--- config.mk ---
export PLATFORM = sky130hd
export DESIGN_NAME = rvfi_trace_buffer
export DESIGN_NICKNAME = d
export VERILOG_FILES = /design/src/rtl/rvfi_trace_pkg.sv /design/src/rtl/rvfi_trace_fifo.sv /design/src/rtl/rvfi_trace_buffer.sv
export SDC_FILE = /design/constraint.sdc
export NUM_CORES = 2
export LEC_CHECK = 0
export CORE_MARGIN = 5
export CORE_UTILIZATION = 61
export CTS_BUF_LIST = sky130_fd_sc_hd__clkbuf_16
export DETAILED_ROUTE_END_ITERATION = 12
export PLACE_DENSITY = 0.8
export SLEW_MARGIN = 0
export SYNTH_ARGS = -nofsm -noshare
export SYNTH_HDL_FRONTEND = slang
export SYNTH_SLANG_ARGS = --single-unit
export TNS_END_PERCENT = 1
--- constraint.sdc ---
create_clock -name clk_i -period 21.1 [get_ports clk_i]
set_input_delay 4.22 -clock clk_i [delete_from_list [all_inputs] [get_ports clk_i]]
set_output_delay 4.22 -clock clk_i [all_outputs]
set_load 0.01 [all_outputs]
--- src/rtl/rvfi_trace_pkg.sv ---
// Shared types for the RVFI trace buffer: the stored trace entry and the
// capture FSM state encoding.
package rvfi_trace_pkg;

    // Width of the PC/instruction/data/address fields held in a trace entry.
    // The buffer's XLEN parameter must not exceed this; narrower values are
    // zero-extended into the entry.
    localparam int unsigned TRACE_XLEN = 32;

    typedef enum logic [1:0] {
        ST_IDLE  = 2'd0,
        ST_ARMED = 2'd1,
        ST_POST  = 2'd2,
        ST_DONE  = 2'd3
    } trace_state_e;

    typedef struct packed {
        logic [63:0]           order;
        logic [TRACE_XLEN-1:0] pc;
        logic [TRACE_XLEN-1:0] insn;
        logic [4:0]            rd_addr;
        logic [TRACE_XLEN-1:0] rd_wdata;
        logic [TRACE_XLEN-1:0] mem_addr;
        logic [3:0]            rmask;
        logic [3:0]            wmask;
        logic                  trap;
        logic                  intr;
    } trace_entry_t;

endpackage

--- src/rtl/rvfi_trace_fifo.sv ---
// Circular entry storage with read/write pointers and an occupancy count.
// When overwrite_i is set, a push into a full buffer replaces the oldest
// entry instead of being discarded. Storage contents are never reset.
module rvfi_trace_fifo #(
    parameter int unsigned DEPTH = 16,
    parameter int unsigned WIDTH = 8
) (
    input  logic                   clk_i,
    input  logic                   rst_i,
    input  logic                   clear_i,
    input  logic                   push_i,
    input  logic                   pop_i,
    input  logic                   overwrite_i,
    input  logic [WIDTH-1:0]       wdata_i,
    output logic [WIDTH-1:0]       rdata_o,
    output logic [$clog2(DEPTH):0] count_o,
    output logic                   full_o,
    output logic                   empty_o
);

    localparam int unsigned PW = $clog2(DEPTH);
    localparam int unsigned CW = $clog2(DEPTH) + 1;

    logic [WIDTH-1:0] mem_q [DEPTH];
    logic [PW-1:0]    wrPtr_q, wrPtr_d;
    logic [PW-1:0]    rdPtr_q, rdPtr_d;
    logic [CW-1:0]    count_q, count_d;
    logic             wrEn;
    logic             doPop;

    assign full_o  = (count_q == CW'(DEPTH));
    assign empty_o = (count_q == '0);
    assign rdata_o = mem_q[rdPtr_q];
    assign count_o = count_q;
    assign doPop   = pop_i && !empty_o;

    // Pointer/count next state; clear wins over push and pop, and a push
    // paired with a pop never overwrites even when the buffer is full.
    always_comb begin
        wrPtr_d = wrPtr_q;
        rdPtr_d = rdPtr_q;
        count_d = count_q;
        wrEn    = 1'b0;
        if (clear_i) begin
            wrPtr_d = '0;
            rdPtr_d = '0;
            count_d = '0;
        end else if (push_i && doPop) begin
            wrEn    = 1'b1;
            wrPtr_d = wrPtr_q + PW'(1);
            rdPtr_d = rdPtr_q + PW'(1);
        end else if (push_i) begin
            if (!full_o) begin
                wrEn    = 1'b1;
                wrPtr_d = wrPtr_q + PW'(1);
                count_d = count_q + CW'(1);
            end else if (overwrite_i) begin
                wrEn    = 1'b1;
                wrPtr_d = wrPtr_q + PW'(1);
                rdPtr_d = rdPtr_q + PW'(1);
            end
        end else if (doPop) begin
            rdPtr_d = rdPtr_q + PW'(1);
            count_d = count_q - CW'(1);
        end
    end

    // Pointer and occupancy registers.
    always_ff @(posedge clk_i or posedge rst_i) begin
        if (rst_i) begin
            wrPtr_q <= '0;
            rdPtr_q <= '0;
            count_q <= '0;
        end else begin
            wrPtr_q <= wrPtr_d;
            rdPtr_q <= rdPtr_d;
            count_q <= count_d;
        end
    end

    // Entry storage, deliberately left without reset.
    always_ff @(posedge clk_i) begin
        if (wrEn) begin
            mem_q[wrPtr_q] <= wdata_i;
        end
    end

endmodule

--- src/rtl/rvfi_trace_buffer.sv ---
// RVFI trace buffer: captures retired instructions while armed, keeps the
// most recent history until a trap or PC-match trigger, then records a
// fixed number of post-trigger entries and stops. Entries drain
// first-word-fall-through through a valid/ready port at any time.
module rvfi_trace_buffer
    import rvfi_trace_pkg::*;
#(
    parameter int unsigned DEPTH     = 16,
    parameter int unsigned XLEN      = 32,
    parameter int unsigned POST_TRIG = 4,
    parameter int unsigned DROP_W    = 16
) (
    input  logic                   clk_i,
    input  logic                   rst_i,
    input  logic                   arm_i,
    input  logic                   clear_i,
    input  logic                   trig_pc_en_i,
    input  logic [XLEN-1:0]        trig_pc_i,
    input  logic                   rvfi_valid_i,
    input  logic [63:0]            rvfi_order_i,
    input  logic [XLEN-1:0]        rvfi_insn_i,
    input  logic                   rvfi_trap_i,
    input  logic                   rvfi_intr_i,
    input  logic [XLEN-1:0]        rvfi_pc_rdata_i,
    input  logic [4:0]             rvfi_rd_addr_i,
    input  logic [XLEN-1:0]        rvfi_rd_wdata_i,
    input  logic [XLEN-1:0]        rvfi_mem_addr_i,
    input  logic [3:0]             rvfi_mem_rmask_i,
    input  logic [3:0]             rvfi_mem_wmask_i,
    output logic                   out_valid_o,
    input  logic                   out_ready_i,
    output trace_entry_t           out_entry_o,
    output logic [$clog2(DEPTH):0] count_o,
    output logic [1:0]             state_o,
    output logic [DROP_W-1:0]      drop_cnt_o
);

    localparam int unsigned PCW = $clog2(DEPTH);

    trace_state_e      state_q, state_d;
    logic [PCW-1:0]    postCnt_q, postCnt_d;
    logic [DROP_W-1:0] dropCnt_q, dropCnt_d;
    trace_entry_t      newEntry;
    logic              capture;
    logic              trigger;
    logic              pop;
    logic              fifoFull;
    logic              fifoEmpty;
    logic              drop;

    assign capture     = rvfi_valid_i && ((state_q == ST_ARMED) || (state_q == ST_POST));
    assign trigger     = capture && (state_q == ST_ARMED) &&
                         (rvfi_trap_i || (trig_pc_en_i && (rvfi_pc_rdata_i == trig_pc_i)));
    assign out_valid_o = !fifoEmpty;
    assign pop         = out_valid_o && out_ready_i;
    assign drop        = capture && fifoFull && !pop && !clear_i;
    assign state_o     = state_q;
    assign drop_cnt_o  = dropCnt_q;

    // Pack the current RVFI retirement into a trace entry.
    always_comb begin
        newEntry          = '0;
        newEntry.order    = rvfi_order_i;
        newEntry.pc       = TRACE_XLEN'(rvfi_pc_rdata_i);
        newEntry.insn     = TRACE_XLEN'(rvfi_insn_i);
        newEntry.rd_addr  = rvfi_rd_addr_i;
        newEntry.rd_wdata = TRACE_XLEN'(rvfi_rd_wdata_i);
        newEntry.mem_addr = TRACE_XLEN'(rvfi_mem_addr_i);
        newEntry.rmask    = rvfi_mem_rmask_i;
        newEntry.wmask    = rvfi_mem_wmask_i;
        newEntry.trap     = rvfi_trap_i;
        newEntry.intr     = rvfi_intr_i;
    end

    // Before the trigger the buffer keeps the newest history, so a full
    // buffer overwrites its oldest entry; after the trigger history is frozen.
    rvfi_trace_fifo #(
        .DEPTH (DEPTH),
        .WIDTH ($bits(trace_entry_t))
    ) uFifo (
        .clk_i       (clk_i),
        .rst_i       (rst_i),
        .clear_i     (clear_i),
        .push_i      (capture),
        .pop_i       (pop),
        .overwrite_i (state_q == ST_ARMED),
        .wdata_i     (newEntry),
        .rdata_o     (out_entry_o),
        .count_o     (count_o),
        .full_o      (fifoFull),
        .empty_o     (fifoEmpty)
    );

    // Capture FSM next state and post-trigger countdown.
    always_comb begin
        state_d   = state_q;
        postCnt_d = postCnt_q;
        unique case (state_q)
            ST_IDLE, ST_DONE: begin
                if (arm_i) begin
                    state_d = ST_ARMED;
                end
            end
            ST_ARMED: begin
                if (trigger) begin
                    postCnt_d = PCW'(POST_TRIG);
                    state_d   = (POST_TRIG > 0) ? ST_POST : ST_DONE;
                end
            end
            ST_POST: begin
                if (capture) begin
                    postCnt_d = postCnt_q - PCW'(1);
                    if (postCnt_q <= PCW'(1)) begin
                        state_d = ST_DONE;
                    end
                end
            end
            default: state_d = ST_IDLE;
        endcase
    end

    // Lost-capture counter, saturating at all-ones and zeroed by clear.
    always_comb begin
        dropCnt_d = dropCnt_q;
        if (clear_i) begin
            dropCnt_d = '0;
        end else if (drop && (dropCnt_q != '1)) begin
            dropCnt_d = dropCnt_q + DROP_W'(1);
        end
    end

    // FSM, post counter and drop counter registers.
    always_ff @(posedge clk_i or posedge rst_i) begin
        if (rst_i) begin
            state_q   <= ST_IDLE;
            postCnt_q <= '0;
            dropCnt_q <= '0;
        end else begin
            state_q   <= state_d;
            postCnt_q <= postCnt_d;
            dropCnt_q <= dropCnt_d;
        end
    end

endmodule

==> summary.txt <==
Logic synthesis
  • Count leader, synth: edfxtp_1
  • Synth unique cells: 47
  • Syn_area_per_cell: 20.05 um^2
  • Synth Net Count: between 6k and 7k
  • Sequential area share after synthesis: 78.01%
  • Post-Synthesis Cells: 6415
  • Share of Yosys cell area claimed by the top area cell type: 77.33%
  • Mapped Area: 128600 um^2
  • Number of synthesized flops with an enable pin: 3312
  • Synth async-reset ratio: under 10%
  • Area contributors post-synth: edfxtp_1 (77%), mux4_2 (7.3%), mux2i_1 (4.8%)
  • Synth Flop Type: edfxtp_1
  • Commonest cells in the synthesized netlist: edfxtp_1 (3312), mux2i_1 (623), mux4_2 (417)
  • YS warnings: 0
  • Yosys reg bits: roughly 3.3k
  • Synth area leader: edfxtp_1

Global route
  • First-pass GRT wire length: 455200 um
  • Initial antenna violation count: 63
  • GRT overflow: 0
  • Total Routing Usage GR: 28.29%
  • Vias in the first global route: 68.93k
  • Largest net degree at the start of global routing: around 160

Die
  • Die Area: approximately 220000 um^2
  • Die span in x: 469.2 um
  • Core Area: 209800 um^2
  • Die Ht: 469.2 um
  • I/O Pins: 477
  • # rows: 168
  • Initial Utilization: 61.31%

CTS
  • CTS resizes: 0
  • Worst-Skew Late Latency: 0.97 ns
  • Clock Path Buffers: 4
  • Clock root buffer: clkbuf_16
  • H-tree depth: 5
  • Setup Fix Bufs, Post-CTS: 0
  • Num CTS Buffers: 340
  • CTS tree: built
  • Clock transition at path regs: 0.06 ns
  • Sink Count: 3347
  • Hold-fix buffers, CTS: 0

Finish
  • Multi-input gate area: 26780 um^2
  • Fill count: 12.37k
  • Register area: between 100000 and 150000 um^2
  • Final #Nets: 7246
  • Synth-to-Final Area Change: 14.38%
  • Share of cells above drive strength 1: around 17%

Drt
  • Routed wire length per instance: 30.97 um
  • Vias/cell: 6.664
  • Vias after detailed routing: 67.19k
  • Detailed Routing Iterations Pass 1: 6
  • ANT nets after route: 0
  • First DRT Iteration DRCs: 7917
  • Final wirelength: roughly 310000 um
  • DRC: 0

Setup path
  • CP Class: register to output pin
  • Worst EP arrival: 7.11 ns
  • Setup crit start kind: register
  • CP Max Fanout: 62
  • Critical Path Sink Type: output pin
  • Worst EP required: 16.88 ns

Timing
  • Worst slew margin: 17.65%
  • Max Slew Vio Count: 0
  • Worst-Margin Slew: 1.235 ns
  • Min cycle time layout: 11.33 ns
  • Period utilization: 53.70%
  • Final setup fails: 0
  • Fmax: 88.25 MHz
  • Worst clock skew: 0.06761 ns
  • WHS: about 0.6 ns
  • Unrepaired setup endpoints after global routing: false
  • Total negative slack: 0 ns
  • Final Hold Fails: 0

Outcome
  • Run status: completed

Power and ir drop
  • PwrDens: 116.6 nW/um^2
  • Static leakage: 47.14 nW
  • Peak supply drop: 0.0001118 V

Run
  • Max Cap Viol: 0

Min path
  • Hold crit path type: register to register

Place
  • Post-DP HPWL: around 150000 um
  • Gpl congestion: 0.7909
  • Port Buffers: ~480
[registers in the layout (all words and copies together), names as in the netlist]
| name | cells |
|---|---|
| uFifo.wrPtr_q | 4 |
| uFifo.count_o | 5 |
| postCnt_q | 4 |
| state_o | 2 |
| drop_cnt_o | 16 |
| uFifo.rdPtr_q | 4 |
| uFifo.mem_q | 3312 |
[per-layer routing]
| layer | part of all wire, % | global-route usage (%) | wire [um] |
|---|---|---|---|
| met4 | 2.8 | 9.146 | 8808 |
| met1 | 38 | 39.66 | 119200 |
| met3 | 11 | 6.689 | 33100 |
| met2 | 48 | 44.92 | 150900 |
| met5 | 0.075 | 0 | 234 |
[worst paths after layout]
check	cells after the start	start	end	slack, ns
hold reg to reg	2	drop_cnt_o[15]$_DFFE_PP0P_	drop_cnt_o[15]$_DFFE_PP0P_	0.59
setup / recovery	10	uFifo.rdPtr_q[0]$_DFFE_PP0P_	out_entry_o[128]	9.77
setup reg to reg	11	state_o[0]$_DFFE_PP0P_	uFifo.mem_q[0][23]$_DFFE_PP_	14.90
max in group asynchronous	3	rst_i	uFifo.rdPtr_q[1]$_DFFE_PP0P_	17.03
hold / removal	2	drop_cnt_o[15]$_DFFE_PP0P_	drop_cnt_o[15]$_DFFE_PP0P_	0.59
min in group asynchronous	3	rst_i	uFifo.count_o[3]$_DFFE_PP0P_	3.68
[kinds of logic (layout without fill, tap and decap cells)]
kind of cell / after synthesis / in the layout / share of synthesized area, %
flops: 3347 / 3347 / 78.01
mux: 1247 / 1247 / 13.96
compound gates: 1060 / 1060 / 5.161
buf+inv: 363 / 1175 / 1.238
simple gates: 327 / 327 / 1.093
xor+xnor: 56 / 56 / 0.3814
fa+ha+maj: 15 / 15 / 0.1518
other cells: 0 / 51 / 0
[cells in the final DEF, fill, tap and decap left out, types with 198 or more instances in the layout]
master              n
a21oi_1           217
a221oi_1          206
a22oi_1           206
clkbuf_16         345
clkdlybuf4s50_1   476
edfxtp_1         3312
mux2_2            202
mux2i_1           623
mux4_2            417
nand2_1           220
o21ai_0           198
o21ai_1           220
[critical path, cell delays in order, from the launching register on]
cell and delay [ns]:
dfrtp_4 0.92, buf_4 0.97, buf_4 0.71, buf_4 0.86, buf_4 0.93, mux2_2 0.43, o21ai_1 0.15, a21oi_1 0.09
a22oi_1 0.21, nand2_1 0.17, clkdlybuf4s50_1 0.55
[report_power, final]
part           switching [W]  internal, W  leakage, nW
logic                0.00205      0.00186         11.5
clock network        0.00240      0.00332         5.41
registers          0.0000779      0.00744         30.3
total                0.00453       0.0126         47.1
[per-stage QoR]
stage | cells | total power, W | utilization [%] | cell area [um^2] | worst slack (ns)
detailed placement | 9448 | 0.01156 | 65.05 | 136500 | 10.70
floorplan | 6415 | 0.01015 | - | 128600 | 0.8943
finish | 10080 | 0.01715 | 70.12 | 147100 | 9.769
global route | 10050 | 0.01777 | 70.08 | 147000 | 9.273
global placement | 9448 | 0.01149 | 65.05 | 136500 | 10.75
CTS | 10030 | 0.01724 | 70.06 | 147000 | 9.632
[cell type report]
cell class | count | share of cell area, %
clock buffers | 345 | 5.869
inverters | 15 | 0.03828
diodes | 51 | 0.08676
well taps | 2805 | 2.386
flip-flops and latches | 3347 | 68.22
multi-input cells | 2705 | 18.21
repair buffers | 576 | 3.928
clock inverters | 239 | 1.268
No activity file was read; power rests on OpenSTA's default activity.
